<file path="src/rtl/hazard_ctrl_unit_pkg.sv">
// Shared encodings for the MIPS hazard unit: forward-select codes and MDU tracker states.
package hazard_pkg;

  localparam logic [1:0] FWD_NONE = 2'b00;
  localparam logic [1:0] FWD_WB   = 2'b01;
  localparam logic [1:0] FWD_MEM  = 2'b10;

  typedef enum logic {
    MD_IDLE = 1'b0,
    MD_BUSY = 1'b1
  } md_state_t;

endpackage

</file>
<file path="src/rtl/hazard_ctrl_unit_if.sv">
// Bundle of pipeline-status inputs and stall/forward/counter outputs between datapath and hazard unit.
interface hazard_ctrl_unit_if #(
  parameter int REG_ADDR_W = 5,
  parameter int FWD_W      = 2,
  parameter int CNT_W      = 16
);
  logic                  BranchD;
  logic                  JumpD;
  logic                  MdUseD;
  logic [REG_ADDR_W-1:0] RsD;
  logic [REG_ADDR_W-1:0] RtD;
  logic [REG_ADDR_W-1:0] RsE;
  logic [REG_ADDR_W-1:0] RtE;
  logic [REG_ADDR_W-1:0] WriteRegE;
  logic                  RegWriteE;
  logic                  MemtoRegE;
  logic                  MdStartE;
  logic [REG_ADDR_W-1:0] WriteRegM;
  logic                  RegWriteM;
  logic                  MemtoRegM;
  logic [REG_ADDR_W-1:0] WriteRegW;
  logic                  RegWriteW;
  logic                  CntClr;

  logic [FWD_W-1:0]      ForwardAE;
  logic [FWD_W-1:0]      ForwardBE;
  logic                  ForwardAD;
  logic                  ForwardBD;
  logic                  StallF;
  logic                  StallD;
  logic                  FlushE;
  logic                  MdBusy;
  logic [CNT_W-1:0]      StallCnt;
  logic [CNT_W-1:0]      FlushCnt;

  modport master (
    output BranchD, JumpD, MdUseD, RsD, RtD, RsE, RtE, WriteRegE, RegWriteE, MemtoRegE,
           MdStartE, WriteRegM, RegWriteM, MemtoRegM, WriteRegW, RegWriteW, CntClr,
    input  ForwardAE, ForwardBE, ForwardAD, ForwardBD, StallF, StallD, FlushE, MdBusy,
           StallCnt, FlushCnt
  );

  modport slave (
    input  BranchD, JumpD, MdUseD, RsD, RtD, RsE, RtE, WriteRegE, RegWriteE, MemtoRegE,
           MdStartE, WriteRegM, RegWriteM, MemtoRegM, WriteRegW, RegWriteW, CntClr,
    output ForwardAE, ForwardBE, ForwardAD, ForwardBD, StallF, StallD, FlushE, MdBusy,
           StallCnt, FlushCnt
  );

endinterface

</file>
<file path="src/rtl/hazard_ctrl_unit_md_busy_tracker.sv">
// Tracks the multi-cycle multiply/divide unit: busy for MD_LATENCY cycles after each issue.
module md_busy_tracker
  import hazard_pkg::*;
#(
  parameter int MD_LATENCY = 4,
  parameter int MD_CNT_W   = 3
) (
  input  logic CLK,
  input  logic RST,
  input  logic MdStartE,
  output logic MdBusy
);

  md_state_t           r_state;
  md_state_t           w_stateNext;
  logic [MD_CNT_W-1:0] r_mdCnt;
  logic [MD_CNT_W-1:0] w_mdCntNext;

  always_ff @(posedge CLK or negedge RST) begin
    if (!RST) begin
      r_state <= MD_IDLE;
      r_mdCnt <= '0;
    end else begin
      r_state <= w_stateNext;
      r_mdCnt <= w_mdCntNext;
    end
  end

  // A new issue while busy restarts the full latency rather than queueing.
  always_comb begin
    w_stateNext = r_state;
    w_mdCntNext = r_mdCnt;
    case (r_state)
      MD_IDLE: begin
        if (MdStartE) begin
          w_stateNext = MD_BUSY;
          w_mdCntNext = MD_CNT_W'(MD_LATENCY);
        end
      end
      MD_BUSY: begin
        if (MdStartE) begin
          w_mdCntNext = MD_CNT_W'(MD_LATENCY);
        end else if (r_mdCnt == MD_CNT_W'(1)) begin
          w_stateNext = MD_IDLE;
          w_mdCntNext = '0;
        end else begin
          w_mdCntNext = r_mdCnt - MD_CNT_W'(1);
        end
      end
      default: begin
        w_stateNext = MD_IDLE;
        w_mdCntNext = '0;
      end
    endcase
  end

  assign MdBusy = (r_state == MD_BUSY);

endmodule

</file>
<file path="src/rtl/hazard_ctrl_unit.sv">
// Hazard unit for the 5-stage MIPS pipeline: forwarding, load-use/branch/MDU stalls,
// jump flush and saturating stall/flush performance counters.
module hazard_ctrl_unit
  import hazard_pkg::*;
#(
  parameter int REG_ADDR_W = 5,
  parameter int FWD_W      = 2,
  parameter int MD_LATENCY = 4,
  parameter int MD_CNT_W   = 3,
  parameter int CNT_W      = 16
) (
  input  logic         CLK,
  input  logic         RST,
  hazard_ctrl_unit_if.slave hz
);

  logic             w_lwStall;
  logic             w_branchStall;
  logic             w_mdStall;
  logic             w_stall;
  logic             w_flush;
  logic             w_mdBusy;
  logic [CNT_W-1:0] r_stallCnt;
  logic [CNT_W-1:0] r_flushCnt;

  function automatic logic srcHit(input logic [REG_ADDR_W-1:0] src,
                                  input logic [REG_ADDR_W-1:0] dst,
                                  input logic                  we);
    return (src != '0) && (src == dst) && we;
  endfunction

  function automatic logic [FWD_W-1:0] fwdSel(input logic [REG_ADDR_W-1:0] src);
    if (srcHit(src, hz.WriteRegM, hz.RegWriteM))      return FWD_W'(FWD_MEM);
    else if (srcHit(src, hz.WriteRegW, hz.RegWriteW)) return FWD_W'(FWD_WB);
    else                                              return FWD_W'(FWD_NONE);
  endfunction

  md_busy_tracker #(
    .MD_LATENCY (MD_LATENCY),
    .MD_CNT_W   (MD_CNT_W)
  ) u_mdBusyTracker (
    .CLK      (CLK),
    .RST      (RST),
    .MdStartE (hz.MdStartE),
    .MdBusy   (w_mdBusy)
  );

  assign hz.ForwardAE = fwdSel(hz.RsE);
  assign hz.ForwardBE = fwdSel(hz.RtE);
  assign hz.ForwardAD = srcHit(hz.RsD, hz.WriteRegM, hz.RegWriteM);
  assign hz.ForwardBD = srcHit(hz.RtD, hz.WriteRegM, hz.RegWriteM);

  assign w_lwStall = hz.MemtoRegE && (hz.RtE != '0) &&
                     ((hz.RsD == hz.RtE) || (hz.RtD == hz.RtE));

  // A branch resolved in D cannot take an E-stage result or an M-stage load value yet.
  assign w_branchStall = hz.BranchD &&
    ((hz.RegWriteE && (hz.WriteRegE != '0) &&
      ((hz.WriteRegE == hz.RsD) || (hz.WriteRegE == hz.RtD))) ||
     (hz.MemtoRegM && (hz.WriteRegM != '0) &&
      ((hz.WriteRegM == hz.RsD) || (hz.WriteRegM == hz.RtD))));

  assign w_mdStall = hz.MdUseD && (w_mdBusy || hz.MdStartE);
  assign w_stall   = w_lwStall | w_branchStall | w_mdStall;
  assign w_flush   = w_stall | hz.JumpD;

  assign hz.StallF   = w_stall;
  assign hz.StallD   = w_stall;
  assign hz.FlushE   = w_flush;
  assign hz.MdBusy   = w_mdBusy;
  assign hz.StallCnt = r_stallCnt;
  assign hz.FlushCnt = r_flushCnt;

  always_ff @(posedge CLK or negedge RST) begin
    if (!RST) begin
      r_stallCnt <= '0;
      r_flushCnt <= '0;
    end else if (hz.CntClr) begin
      r_stallCnt <= '0;
      r_flushCnt <= '0;
    end else begin
      if (w_stall && (r_stallCnt != '1)) r_stallCnt <= r_stallCnt + CNT_W'(1);
      if (w_flush && (r_flushCnt != '1)) r_flushCnt <= r_flushCnt + CNT_W'(1);
    end
  end

endmodule

</file>
<file path="src/flat_wrapper.sv">
// flat-port wrapper written by rule: the top's interface ports become plain ports
module hazard_ctrl_unit_flat import hazard_pkg::*;
#(
  parameter int REG_ADDR_W = 5,
  parameter int FWD_W      = 2,
  parameter int MD_LATENCY = 4,
  parameter int MD_CNT_W   = 3,
  parameter int CNT_W      = 16
)
  (CLK, RST, hz_BranchD, hz_JumpD, hz_MdUseD, hz_RsD, hz_RtD, hz_RsE, hz_RtE, hz_WriteRegE, hz_RegWriteE, hz_MemtoRegE, hz_MdStartE, hz_WriteRegM, hz_RegWriteM, hz_MemtoRegM, hz_WriteRegW, hz_RegWriteW, hz_CntClr, hz_ForwardAE, hz_ForwardBE, hz_ForwardAD, hz_ForwardBD, hz_StallF, hz_StallD, hz_FlushE, hz_MdBusy, hz_StallCnt, hz_FlushCnt);
  hazard_ctrl_unit_if #(.REG_ADDR_W(REG_ADDR_W), .FWD_W(FWD_W), .CNT_W(CNT_W)) hz_i ();
  input  logic CLK;
  input  logic RST;
  input wire logic [$bits(hz_i.BranchD)-1:0] hz_BranchD;
  input wire logic [$bits(hz_i.JumpD)-1:0] hz_JumpD;
  input wire logic [$bits(hz_i.MdUseD)-1:0] hz_MdUseD;
  input wire logic [$bits(hz_i.RsD)-1:0] hz_RsD;
  input wire logic [$bits(hz_i.RtD)-1:0] hz_RtD;
  input wire logic [$bits(hz_i.RsE)-1:0] hz_RsE;
  input wire logic [$bits(hz_i.RtE)-1:0] hz_RtE;
  input wire logic [$bits(hz_i.WriteRegE)-1:0] hz_WriteRegE;
  input wire logic [$bits(hz_i.RegWriteE)-1:0] hz_RegWriteE;
  input wire logic [$bits(hz_i.MemtoRegE)-1:0] hz_MemtoRegE;
  input wire logic [$bits(hz_i.MdStartE)-1:0] hz_MdStartE;
  input wire logic [$bits(hz_i.WriteRegM)-1:0] hz_WriteRegM;
  input wire logic [$bits(hz_i.RegWriteM)-1:0] hz_RegWriteM;
  input wire logic [$bits(hz_i.MemtoRegM)-1:0] hz_MemtoRegM;
  input wire logic [$bits(hz_i.WriteRegW)-1:0] hz_WriteRegW;
  input wire logic [$bits(hz_i.RegWriteW)-1:0] hz_RegWriteW;
  input wire logic [$bits(hz_i.CntClr)-1:0] hz_CntClr;
  output wire logic [$bits(hz_i.ForwardAE)-1:0] hz_ForwardAE;
  output wire logic [$bits(hz_i.ForwardBE)-1:0] hz_ForwardBE;
  output wire logic [$bits(hz_i.ForwardAD)-1:0] hz_ForwardAD;
  output wire logic [$bits(hz_i.ForwardBD)-1:0] hz_ForwardBD;
  output wire logic [$bits(hz_i.StallF)-1:0] hz_StallF;
  output wire logic [$bits(hz_i.StallD)-1:0] hz_StallD;
  output wire logic [$bits(hz_i.FlushE)-1:0] hz_FlushE;
  output wire logic [$bits(hz_i.MdBusy)-1:0] hz_MdBusy;
  output wire logic [$bits(hz_i.StallCnt)-1:0] hz_StallCnt;
  output wire logic [$bits(hz_i.FlushCnt)-1:0] hz_FlushCnt;
  assign hz_i.BranchD = hz_BranchD;
  assign hz_i.JumpD = hz_JumpD;
  assign hz_i.MdUseD = hz_MdUseD;
  assign hz_i.RsD = hz_RsD;
  assign hz_i.RtD = hz_RtD;
  assign hz_i.RsE = hz_RsE;
  assign hz_i.RtE = hz_RtE;
  assign hz_i.WriteRegE = hz_WriteRegE;
  assign hz_i.RegWriteE = hz_RegWriteE;
  assign hz_i.MemtoRegE = hz_MemtoRegE;
  assign hz_i.MdStartE = hz_MdStartE;
  assign hz_i.WriteRegM = hz_WriteRegM;
  assign hz_i.RegWriteM = hz_RegWriteM;
  assign hz_i.MemtoRegM = hz_MemtoRegM;
  assign hz_i.WriteRegW = hz_WriteRegW;
  assign hz_i.RegWriteW = hz_RegWriteW;
  assign hz_i.CntClr = hz_CntClr;
  assign hz_ForwardAE = hz_i.ForwardAE;
  assign hz_ForwardBE = hz_i.ForwardBE;
  assign hz_ForwardAD = hz_i.ForwardAD;
  assign hz_ForwardBD = hz_i.ForwardBD;
  assign hz_StallF = hz_i.StallF;
  assign hz_StallD = hz_i.StallD;
  assign hz_FlushE = hz_i.FlushE;
  assign hz_MdBusy = hz_i.MdBusy;
  assign hz_StallCnt = hz_i.StallCnt;
  assign hz_FlushCnt = hz_i.FlushCnt;
  hazard_ctrl_unit #(.REG_ADDR_W(REG_ADDR_W), .FWD_W(FWD_W), .MD_LATENCY(MD_LATENCY), .MD_CNT_W(MD_CNT_W), .CNT_W(CNT_W)) u_core (.CLK(CLK), .RST(RST), .hz(hz_i));
endmodule
</file>
<file path="config.mk">
export PLATFORM = sky130hd
export DESIGN_NAME = hazard_ctrl_unit_flat
export DESIGN_NICKNAME = d
export VERILOG_FILES = /design/src/rtl/hazard_ctrl_unit_pkg.sv /design/src/rtl/hazard_ctrl_unit_if.sv /design/src/rtl/hazard_ctrl_unit_md_busy_tracker.sv /design/src/rtl/hazard_ctrl_unit.sv /design/src/flat_wrapper.sv
export SDC_FILE = /design/constraint.sdc
export NUM_CORES = 1
export LEC_CHECK = 0
export ABC_AREA = 1
export BUFFER_PORTS_ARGS = -buffer_cell sky130_fd_sc_hd__buf_4
export CORE_UTILIZATION = 54
export CTS_CLUSTER_DIAMETER = 150
export DETAILED_ROUTE_END_ITERATION = 8
export GPL_ROUTABILITY_DRIVEN = 0
export PLACE_DENSITY = 0.86
export SLEW_MARGIN = 0
export SYNTH_ARGS = -nofsm -noshare
export SYNTH_HDL_FRONTEND = slang
export SYNTH_SLANG_ARGS = --single-unit
export TNS_END_PERCENT = 10
</file>
<file path="constraint.sdc">
create_clock -name CLK -period 2.3 [get_ports CLK]
set_input_delay 0.46 -clock CLK [delete_from_list [all_inputs] [get_ports CLK]]
set_output_delay 0.46 -clock CLK [all_outputs]
set_load 0.01 [all_outputs]
</file>
==> flow_metrics.tcl, run 1 <==
set metrics [dict create \
    tritoncts "built" \
    die_h_um 81.3 \
    cp_data_arrival_time_ns 1.67 \
    nNetsFinal 630 \
    grt_overflow 0 \
    route.detailed.drc 0 \
    drive_gt1_share_pct 25.2 \
    cp-end-kind "output port" \
    nFillCells 508 \
    worst_path_max_delay_cell "nor4_1" \
    cts_hold_buf 0 \
    tightest_slew_ns 0.467 \
    p_per_area_nw_per_um2 397 \
    final_cell_area_sq_um 4170 \
    initial_utilization_pct 56.7 \
    dp_hpwl_mm 6.82 \
    htree_num_levels 2 \
    synth_ff_type "dfrtp_1" \
    yosys_warnings 0 \
    cp_common_cell "buf_4" \
    path_class "input port to output port" \
    worstPathRequired_ns 1.84 \
    cts-root-buf "clkbuf_8" \
    grt_pass1_wl_mm 14.8 \
    ys_seq_area_share_pct 26.5 \
    yosysUniqueCellTypes 37 \
    cts_resized 0 \
    drt-initial-drc-count 215 \
    area_delta_synth_final_pct 22.7 \
    grt_usage_pct 28.6 \
    wirelength_mm 9.05 \
    coreArea_sq_um 5990 \
    pwr-share-comb_pct 29.3 \
    fin_crit_sh_pct 92.5 \
    placed_area_sq_um 4080 \
    power_leakage_nw 2.30 \
    synth_cells 495 \
    worst_skew_pair.late_latency_ns 0.29 \
    cap_violations 0 \
    io_buffer_count 88 \
    skew_ns 0.00886 \
    clockBufferDepth 2 \
    tns_ns 0 \
    setup_violations 0 \
    p_sw_mw 0.549 \
    grt_pass1_vias 3299 \
    antennaDiodeCount 0 \
    antenna_left 0 \
    clkPwrFrac_pct 28.4 \
    fmax_mhz 470 \
    wire_per_inst_um 13.8 \
    peakVddDrop_v 0.000375 \
    max_stage_delay_ns 0.38 \
    grt_start_max_net_pins 42 \
    p_seq_share_pct 42.3 \
    cts_setup_buffers 0 \
    die_w_um 81.3 \
    drv_slew 0 \
    rows 28 \
    internal_power_mw 1.11 \
    status "complete, no violations" \
    synth_seq_cells 36 \
    synth_edf_count 0 \
    io_pins 89 \
    rsz0062_at_grt "no" \
    clock_sinks 36 \
    synth_nets 546 \
    cts_buffers 5 \
    antenna_found_initial 0 \
    hp-class "input port to async pin" \
    die_area_sq_um 6610 \
    fin_crit_ns 2.13 \
    detail_route.vias_per_cell 5.52 \
    cts.clk_slew.worst_paths_ns 0.07 \
    synth-async-reset-ratio_pct 100 \
    slew_headroom_pct 68.6 \
    worstSetupStartpointType "input port" \
    num_vias 3613 \
    hold_viol_final 0 \
    path_cells "buf_4, inv_1, o22ai_1, nor3_1, o2111ai_1, nor4_1, nor2_1, buf_4" \
    netSwitchingFraction_pct 33.2 \
    netlist_area_sq_um 3400 \
    cp_max_fo 4 \
    syn_avg_cell_area_sq_um 6.86 \
    drt_first_pass_iters 5 \
]
## stage by stage
stage	setup WS (ns)	instances	utilization (%)	total power, mW	hold WS (ns)
floorplan	0.297	495	-	0.998	0.164
global placement	0.212	647	68.1	1.17	0.443
detailed placement	0.233	647	68.1	1.19	0.451
CTS	0.195	655	69.6	1.66	0.135
global route	0.0544	655	69.6	1.74	0.155
finish	0.173	655	69.6	1.65	0.120
## worst paths after layout
check | startpoint | end | slack (ns) | cells after the start
min | RST | u_core.hz.FlushCnt[10]$_DFFE_PN0P_ | 0.12 | 1
max reg2reg | u_core.hz.FlushCnt[0]$_DFFE_PN0P_ | u_core.hz.FlushCnt[0]$_DFFE_PN0P_ | 0.22 | 11
min in group CLK | hz_MdStartE | u_core.u_mdBusyTracker.r_mdCnt[1]$_DFFE_PN0N_ | 0.37 | 2
min reg2reg | u_core.u_mdBusyTracker.r_mdCnt[1]$_DFFE_PN0N_ | u_core.u_mdBusyTracker.r_mdCnt[1]$_DFFE_PN0N_ | 0.53 | 2
max in group asynchronous | RST | u_core.u_mdBusyTracker.MdBusy$_DFF_PN0_ | 1.85 | 1
max | hz_RsE[4] | hz_ForwardAE[0] | 0.17 | 8
## metal layers
layer / track usage [%] / vias to the layer above / wire (um)
met5: 0 / - / 0
met4: 10.4 / 0 / 178
met3: 4.61 / 19 / 798
met2: 47.3 / 179 / 4250
met1: 37.5 / 1637 / 3820
li1: - / 1778 / -
## critical path, delay by kind of cell
family | cells | cell delay (ns)
buffers and inverters | 3 | 0.39
AND/OR/NAND/NOR | 3 | 0.59
AO/OA/AOI/OAI | 2 | 0.23
## synth_stat cells, types with 4 or more instances
master,n,area (sq um)
nor4_1,6,37.5
nand3_1,30,150
nor2_1,38,143
o22ai_1,4,25.0
inv_1,73,274
nor3_1,10,50.1
nand2_2,5,31.3
inv_2,9,33.8
ha_1,4,50.1
o21ai_0,11,55.1
xnor2_1,13,114
nand2_1,131,492
nand3_2,25,250
dfrtp_1,36,901
buf_4,5,37.5
xor2_1,25,219
nand4_1,37,231
## cell type report
type	count	area [sq um]	share of cell area (%)
multi-input combinational	362	2070	49.7
sequential	36	901	21.6
timing repair buffer	92	703	16.9
inverter	82	308	7.39
tap	75	93.8	2.25
clock buffer	8	90.1	2.16
## cell families (layout without fill, tap and decap cells)
family	Yosys count	in the layout	share of synthesized area (%)
adders and majority gates	4	4	1.47
buffers and inverters	97	182	12.5
AOI/OAI and AO/OA	29	29	5.71
DFF	36	36	26.5
xor gates and xnor gates	38	38	9.80
and+or+nand+nor	291	291	44.0
## power groups by stage
stage	registers [mW]	logic [mW]	clock network, mW
2_1_floorplan	0.710	0.288	0
3_3_place_gp	0.708	0.458	0
3_5_place_dp	0.711	0.476	0
4_1_cts	0.699	0.480	0.481
5_1_grt	0.704	0.534	0.505
6_report	0.700	0.484	0.470
## state kept, by name, indices dropped and copies added (netlist names)
register                        cells
u_core.hz.FlushCnt                 16
u_core.hz.StallCnt                 16
u_core.u_mdBusyTracker.MdBusy       1
u_core.u_mdBusyTracker.r_mdCnt      3
## layout by cell type (no fill, tap or decap), types with 3 or more instances in the layout
master     count
a21oi_1        3
clkbuf_8       6
nor3_1        10
dfrtp_1       36
nand2_1      131
nand2_2        5
nand3_1       30
o22ai_1        4
xnor2_1       13
inv_2          9
nor4_1         6
ha_1           4
nand2_4        3
inv_1         73
nand3_2       25
o21ai_0       11
xor2_1        25
buf_4         91
o2111ai_1      3
nor2_1        38
nand4_1       37
Power figures use the tool's default switching activity.
==> run 2, diff against run 1 <==
- CORE_UTILIZATION: 54 -> 55
- CTS_BUF_LIST: unset -> sky130_fd_sc_hd__clkbuf_8
- PLACE_DENSITY: 0.86 -> 0.88
==> run 2 against run 1 <==
  * Cell count grew 0.46%
  * Combinational power is essentially flat
  * Fmax rose by 2.3%
  * Register-to-register slack improved by 0.02 ns
  * Power up 5.1%
  * Clock power up 18%
  * Count of clock-buffer cells in the layout decreased by 3
  * Wire length grew 1.8%
  * Largest power group unchanged
  * Via count up 0.17%
  * Setup slack better by 0.047 ns
  * Sequential cell count is the same
  * Global-route usage is 1.0 points higher
==> flow_metrics.tcl, run 2 (same netlist as run 1, synthesis figures left out) <==
set metrics [dict create \
    status "complete, no violations" \
    cp_data_arrival_time_ns 1.62 \
    htree_num_levels 2 \
    cap_violations 0 \
    path_cells "buf_4, inv_1, nand2_1, a21oi_1, nand3_1, nand2_2, a21oi_4, nand2_4, buf_4" \
    power_leakage_nw 2.32 \
    cp-end-kind "output port" \
    multi_input_area_sq_um 2090 \
    num_vias 3619 \
    tightest_slew_ns 0.460 \
    setup_violations 0 \
    dp_hpwl_mm 6.97 \
    wirelength_mm 9.22 \
    cp_top_family "simple AND/OR/NAND/NOR gates" \
    clock_sinks 36 \
    io_pins 89 \
    antennaDiodeCount 0 \
    cts_buffers 5 \
    die_h_um 80.6 \
    slew_headroom_pct 69.3 \
    io_buffer_count 88 \
    cts.clk_slew.worst_paths_ns 0.08 \
    path_class "input port to output port" \
    coreArea_sq_um 5960 \
    p_per_area_nw_per_um2 411 \
    worstPathRequired_ns 1.84 \
    hold_viol_final 0 \
    drt-initial-drc-count 236 \
    tns_ns 0 \
    fin_crit_ns 2.08 \
    fmax_mhz 481 \
    cp_common_cell "buf_4" \
    rows 28 \
    cts-root-buf "clkbuf_8" \
    skew_ns 0.0132 \
    route.detailed.drc 0 \
    worst_skew_pair.late_latency_ns 0.30 \
    clockBufferDepth 2 \
    antenna_left 0 \
    drive_gt1_share_pct 25.9 \
    antenna_found_initial 0 \
    worst_path_max_delay_cell "a21oi_1" \
    critPathBufInv 3 \
    grt_usage_pct 29.7 \
    drt_first_pass_iters 5 \
    area_delta_synth_final_pct 24.5 \
    worstSetupStartpointType "input port" \
    grt_pass1_wl_mm 15.3 \
    max_stage_delay_ns 0.20 \
    cp_max_fo 12 \
    layout_commonest_cell "nand2_1" \
    die_area_sq_um 6490 \
    setup_ws_ns 0.220 \
    hp-class "input port to async pin" \
    grt_start_max_net_pins 63 \
    grt_overflow 0 \
    nNetsFinal 633 \
    seq_area_sq_um 901 \
    grt_pass1_vias 3530 \
    fin_crit_sh_pct 90.4 \
    rsz0062_at_grt "no" \
    nFillCells 504 \
    tritoncts "built" \
    peakVddDrop_v 0.000436 \
    wire_per_inst_um 14.0 \
    mostFrequentLayoutCells "nand2_1, buf_4, inv_1, nor2_1, nand4_1" \
    detail_route.vias_per_cell 5.50 \
    drv_slew 0 \
    initial_utilization_pct 57.0 \
    dp_slack_ns 0.269 \
    reg2reg_slack_ns 0.24 \
    die_w_um 80.6 \
]
==> run 2: cell types whose count changed in the layout (fill, tap and decap cells not counted), sizes merged <==
cell / delta
clkbuf: -3
buf: +3
bufinv: +1
clkinvlp: +1
clkinv: +1
==> run 2: metrics by stage <==
stage                     utilization (%)  cell area (sq um)  hold WS (ns)  cells  power [mW]
after floorplan                         -               3400         0.164    495       0.998
after CTS                            70.7               4210         0.124    658        1.75
after global placement               68.8               4100         0.436    650        1.17
after detailed placement             68.8               4100         0.451    650        1.19
after global routing                 71.0               4230         0.135    658        1.83
final                                71.0               4230         0.105    658        1.74
==> run 2: report_power, final <==
group | switching (mW) | internal, mW
clock | 0.235 | 0.321
combinational | 0.287 | 0.200
sequential | 0.0300 | 0.666
total | 0.551 | 1.19
==> run 2: area by class of cell <==
type / count / share of cell area [%]
sequential: 36 / 21.3
inverter: 82 / 7.28
tap: 75 / 2.22
multi-input combinational: 362 / 49.4
clock buffer: 5 / 1.63
clock inverter: 3 / 1.01
timing repair buffer: 95 / 17.2
==> run 2: final timing paths <==
path / to / from / cells past startpoint
setup / recovery: hz_StallF / hz_RtE[1] / 9
hold / removal: u_core.hz.StallCnt[5]$_DFFE_PN0P_ / RST / 1
setup reg to reg: u_core.hz.StallCnt[15]$_DFFE_PN0P_ / u_core.hz.StallCnt[0]$_DFFE_PN0P_ / 9
hold reg to reg: u_core.u_mdBusyTracker.r_mdCnt[1]$_DFFE_PN0N_ / u_core.u_mdBusyTracker.r_mdCnt[1]$_DFFE_PN0N_ / 2
max in group asynchronous: u_core.u_mdBusyTracker.r_mdCnt[2]$_DFFE_PN0N_ / RST / 1
min in group CLK: u_core.u_mdBusyTracker.r_mdCnt[1]$_DFFE_PN0N_ / hz_MdStartE / 2
==> run 2: routing by layer <==
metal | wire length (um) | vias up | GRT usage, %
met3 | 554 | 26 | 4.43
met4 | 199 | 0 | 8.93
met1 | 3820 | 1669 | 35.4
met5 | 0 | - | 0
met2 | 4650 | 145 | 54.2
li1 | - | 1779 | -
==> run 2: timing repair <==
item	in CTS	in global routing
setup endpoints to repair	0	2
gates resized for setup	0	2
setup buffers	0	0
hold buffers	0	0
==> run 3, diff against run 2 <==
- CORE_UTILIZATION: 55 -> 54
- CTS_BUF_LIST: sky130_fd_sc_hd__clkbuf_8 -> sky130_fd_sc_hd__clkbuf_4 sky130_fd_sc_hd__clkbuf_8 sky130_fd_sc_hd__clkbuf_16
- GPL_ROUTABILITY_DRIVEN: 0 -> unset
- PLACE_DENSITY: 0.88 -> 0.86
==> run 3 against run 2 <==
  * Sequential power is 0.7% higher
  * Hold slack better by 0.0067 ns
  * Cell count decreased by 0.61%
  * Critical path depth is 1 higher
  * Setup slack worse by 0.053 ns
  * Global-route usage decreased by 1.1 points
  * Sequential cell count did not move
  * Clock skew decreased by 0.0030 ns
  * Fmax down 2.5%
  * Largest cell class unchanged
==> flow_metrics.tcl, run 3 (same netlist as run 1, synthesis figures left out) <==
set metrics [dict create \
    status "complete, no violations" \
    power_leakage_nw 2.31 \
    die_w_um 81.3 \
    worst_skew_pair.late_latency_ns 0.29 \
    tns_ns 0 \
    post_layout_nonfiller_instances 654 \
    nNetsFinal 629 \
    nFillCells 498 \
    routabilityCongestion 0.932 \
    p_seq_share_pct 40.3 \
    hold_slack_ns 0.112 \
    cts_resized 0 \
    grt_pass1_vias 3278 \
    cp_data_arrival_time_ns 1.67 \
    placed_area_sq_um 4070 \
    grt_start_max_net_pins 50 \
    cap_violations 0 \
    slew_headroom_pct 69.4 \
    route.detailed.drc 0 \
    tritoncts "built" \
    p_per_area_nw_per_um2 415 \
    coreArea_sq_um 5990 \
    wirelength_mm 8.95 \
    fin_crit_ns 2.13 \
    skew_ns 0.0102 \
    clock_sinks 36 \
    io_pins 89 \
    die_area_sq_um 6610 \
    layout_commonest_cell "nand2_1" \
    hp-class "input port to async pin" \
    wire_per_inst_um 13.7 \
    cts_hold_buf 0 \
    tightest_slew_ns 0.458 \
    area_delta_synth_final_pct 23.4 \
    antenna_found_initial 0 \
    io_buffer_count 88 \
    antenna_left 0 \
    rows 28 \
    path_class "input port to output port" \
    num_vias 3556 \
    drt-initial-drc-count 203 \
    dp_slack_ns 0.208 \
    initial_utilization_pct 56.7 \
    setup_violations 0 \
    drt_first_pass_iters 4 \
    grt_usage_pct 28.6 \
    cts.clk_slew.worst_paths_ns 0.07 \
    hold_viol_final 0 \
    antennaDiodeCount 0 \
    cts_setup_buffers 0 \
    drive_gt1_share_pct 25.4 \
    p_sw_mw 0.545 \
    final_cell_area_sq_um 4190 \
    clockBufferDepth 2 \
    mostFrequentLayoutCells "nand2_1, buf_4, inv_1, nor2_1, nand4_1" \
    grt_overflow 0 \
    fmax_mhz 469 \
    dp_hpwl_mm 6.75 \
    worstPathRequired_ns 1.84 \
    cp_max_fo 19 \
    die_h_um 81.3 \
    setup_ws_ns 0.167 \
    pwr-share-comb_pct 27.4 \
    rsz0062_at_grt "no" \
    htree_num_levels 2 \
    clkPwrFrac_pct 32.3 \
    reg2reg_depth 11 \
    netSwitchingFraction_pct 31.3 \
    cts-root-buf "clkbuf_8" \
    drv_slew 0 \
    peakVddDrop_v 0.000387 \
    worstSetupStartpointType "input port" \
    internal_power_mw 1.19 \
    grt_pass1_wl_mm 14.9 \
    cp-end-kind "output port" \
    cts_buffers 5 \
    fin_crit_sh_pct 92.7 \
    detail_route.vias_per_cell 5.44 \
    reg2reg_slack_ns 0.23 \
    dp_cells 646 \
]
-- run 3: cell types whose count changed in the layout (fill, tap and decap cells not counted) --
cell,previous run,this run
buf_4,94,90
clkbuf_4,0,1
clkinvlp_4,1,0
nand3_2,24,25
nand3_4,3,2
-- run 3: power groups by stage --
stage	clock network (mW)	registers (mW)	logic (mW)
after floorplan	0	0.710	0.288
after global placement	0	0.709	0.460
after detailed placement	0	0.711	0.472
after CTS	0.568	0.699	0.474
after global routing	0.598	0.705	0.529
final	0.562	0.701	0.477
-- run 3: metal layers --
metal | share of wire (%) | vias up | wire, um | track usage, %
li1 | - | 1774 | - | -
met1 | 44 | 1608 | 3920 | 38.1
met2 | 47 | 160 | 4240 | 46.8
met3 | 7.4 | 14 | 666 | 4.38
met4 | 1.3 | 0 | 115 | 9.64
met5 | 0 | - | 0 | 0
-- run 3: path summary, 6_finish.rpt --
path	start	to
max reg2reg	u_core.hz.FlushCnt[0]$_DFFE_PN0P_	u_core.hz.FlushCnt[1]$_DFFE_PN0P_
max in group asynchronous	RST	u_core.u_mdBusyTracker.MdBusy$_DFF_PN0_
max	hz_RtE[0]	hz_StallF
min in group CLK	hz_MdStartE	u_core.u_mdBusyTracker.r_mdCnt[1]$_DFFE_PN0N_
min reg2reg	u_core.u_mdBusyTracker.r_mdCnt[1]$_DFFE_PN0N_	u_core.u_mdBusyTracker.r_mdCnt[1]$_DFFE_PN0N_
min	RST	u_core.hz.StallCnt[4]$_DFFE_PN0P_
-- run 3: metrics by stage --
step | util (%) | total power, mW
final | 69.9 | 1.74
after global routing | 69.9 | 1.83
after CTS | 69.8 | 1.74
after detailed placement | 67.9 | 1.18
after global placement | 67.9 | 1.17
after floorplan | - | 0.998
-- run 3: layout make-up --
type | count | area (sq um) | area share, %
Multi-Input combinational cell | 362 | 2080 | 49.7
Sequential cell | 36 | 901 | 21.5
Timing Repair Buffer | 91 | 696 | 16.6
Inverter | 82 | 308 | 7.35
Tap cell | 75 | 93.8 | 2.24
Clock buffer | 6 | 76.3 | 1.82
Clock inverter | 2 | 35.0 | 0.836
-- run 3: worst max-delay path, cell delays in order --
cell and delay (ns):
buf_4 0.14, inv_1 0.12, nand2_1 0.06, nand2_1 0.09
a21oi_1 0.05, nand3_1 0.08, nand2_2 0.07, a21oi_4 0.22
nand2_4 0.19, buf_4 0.19
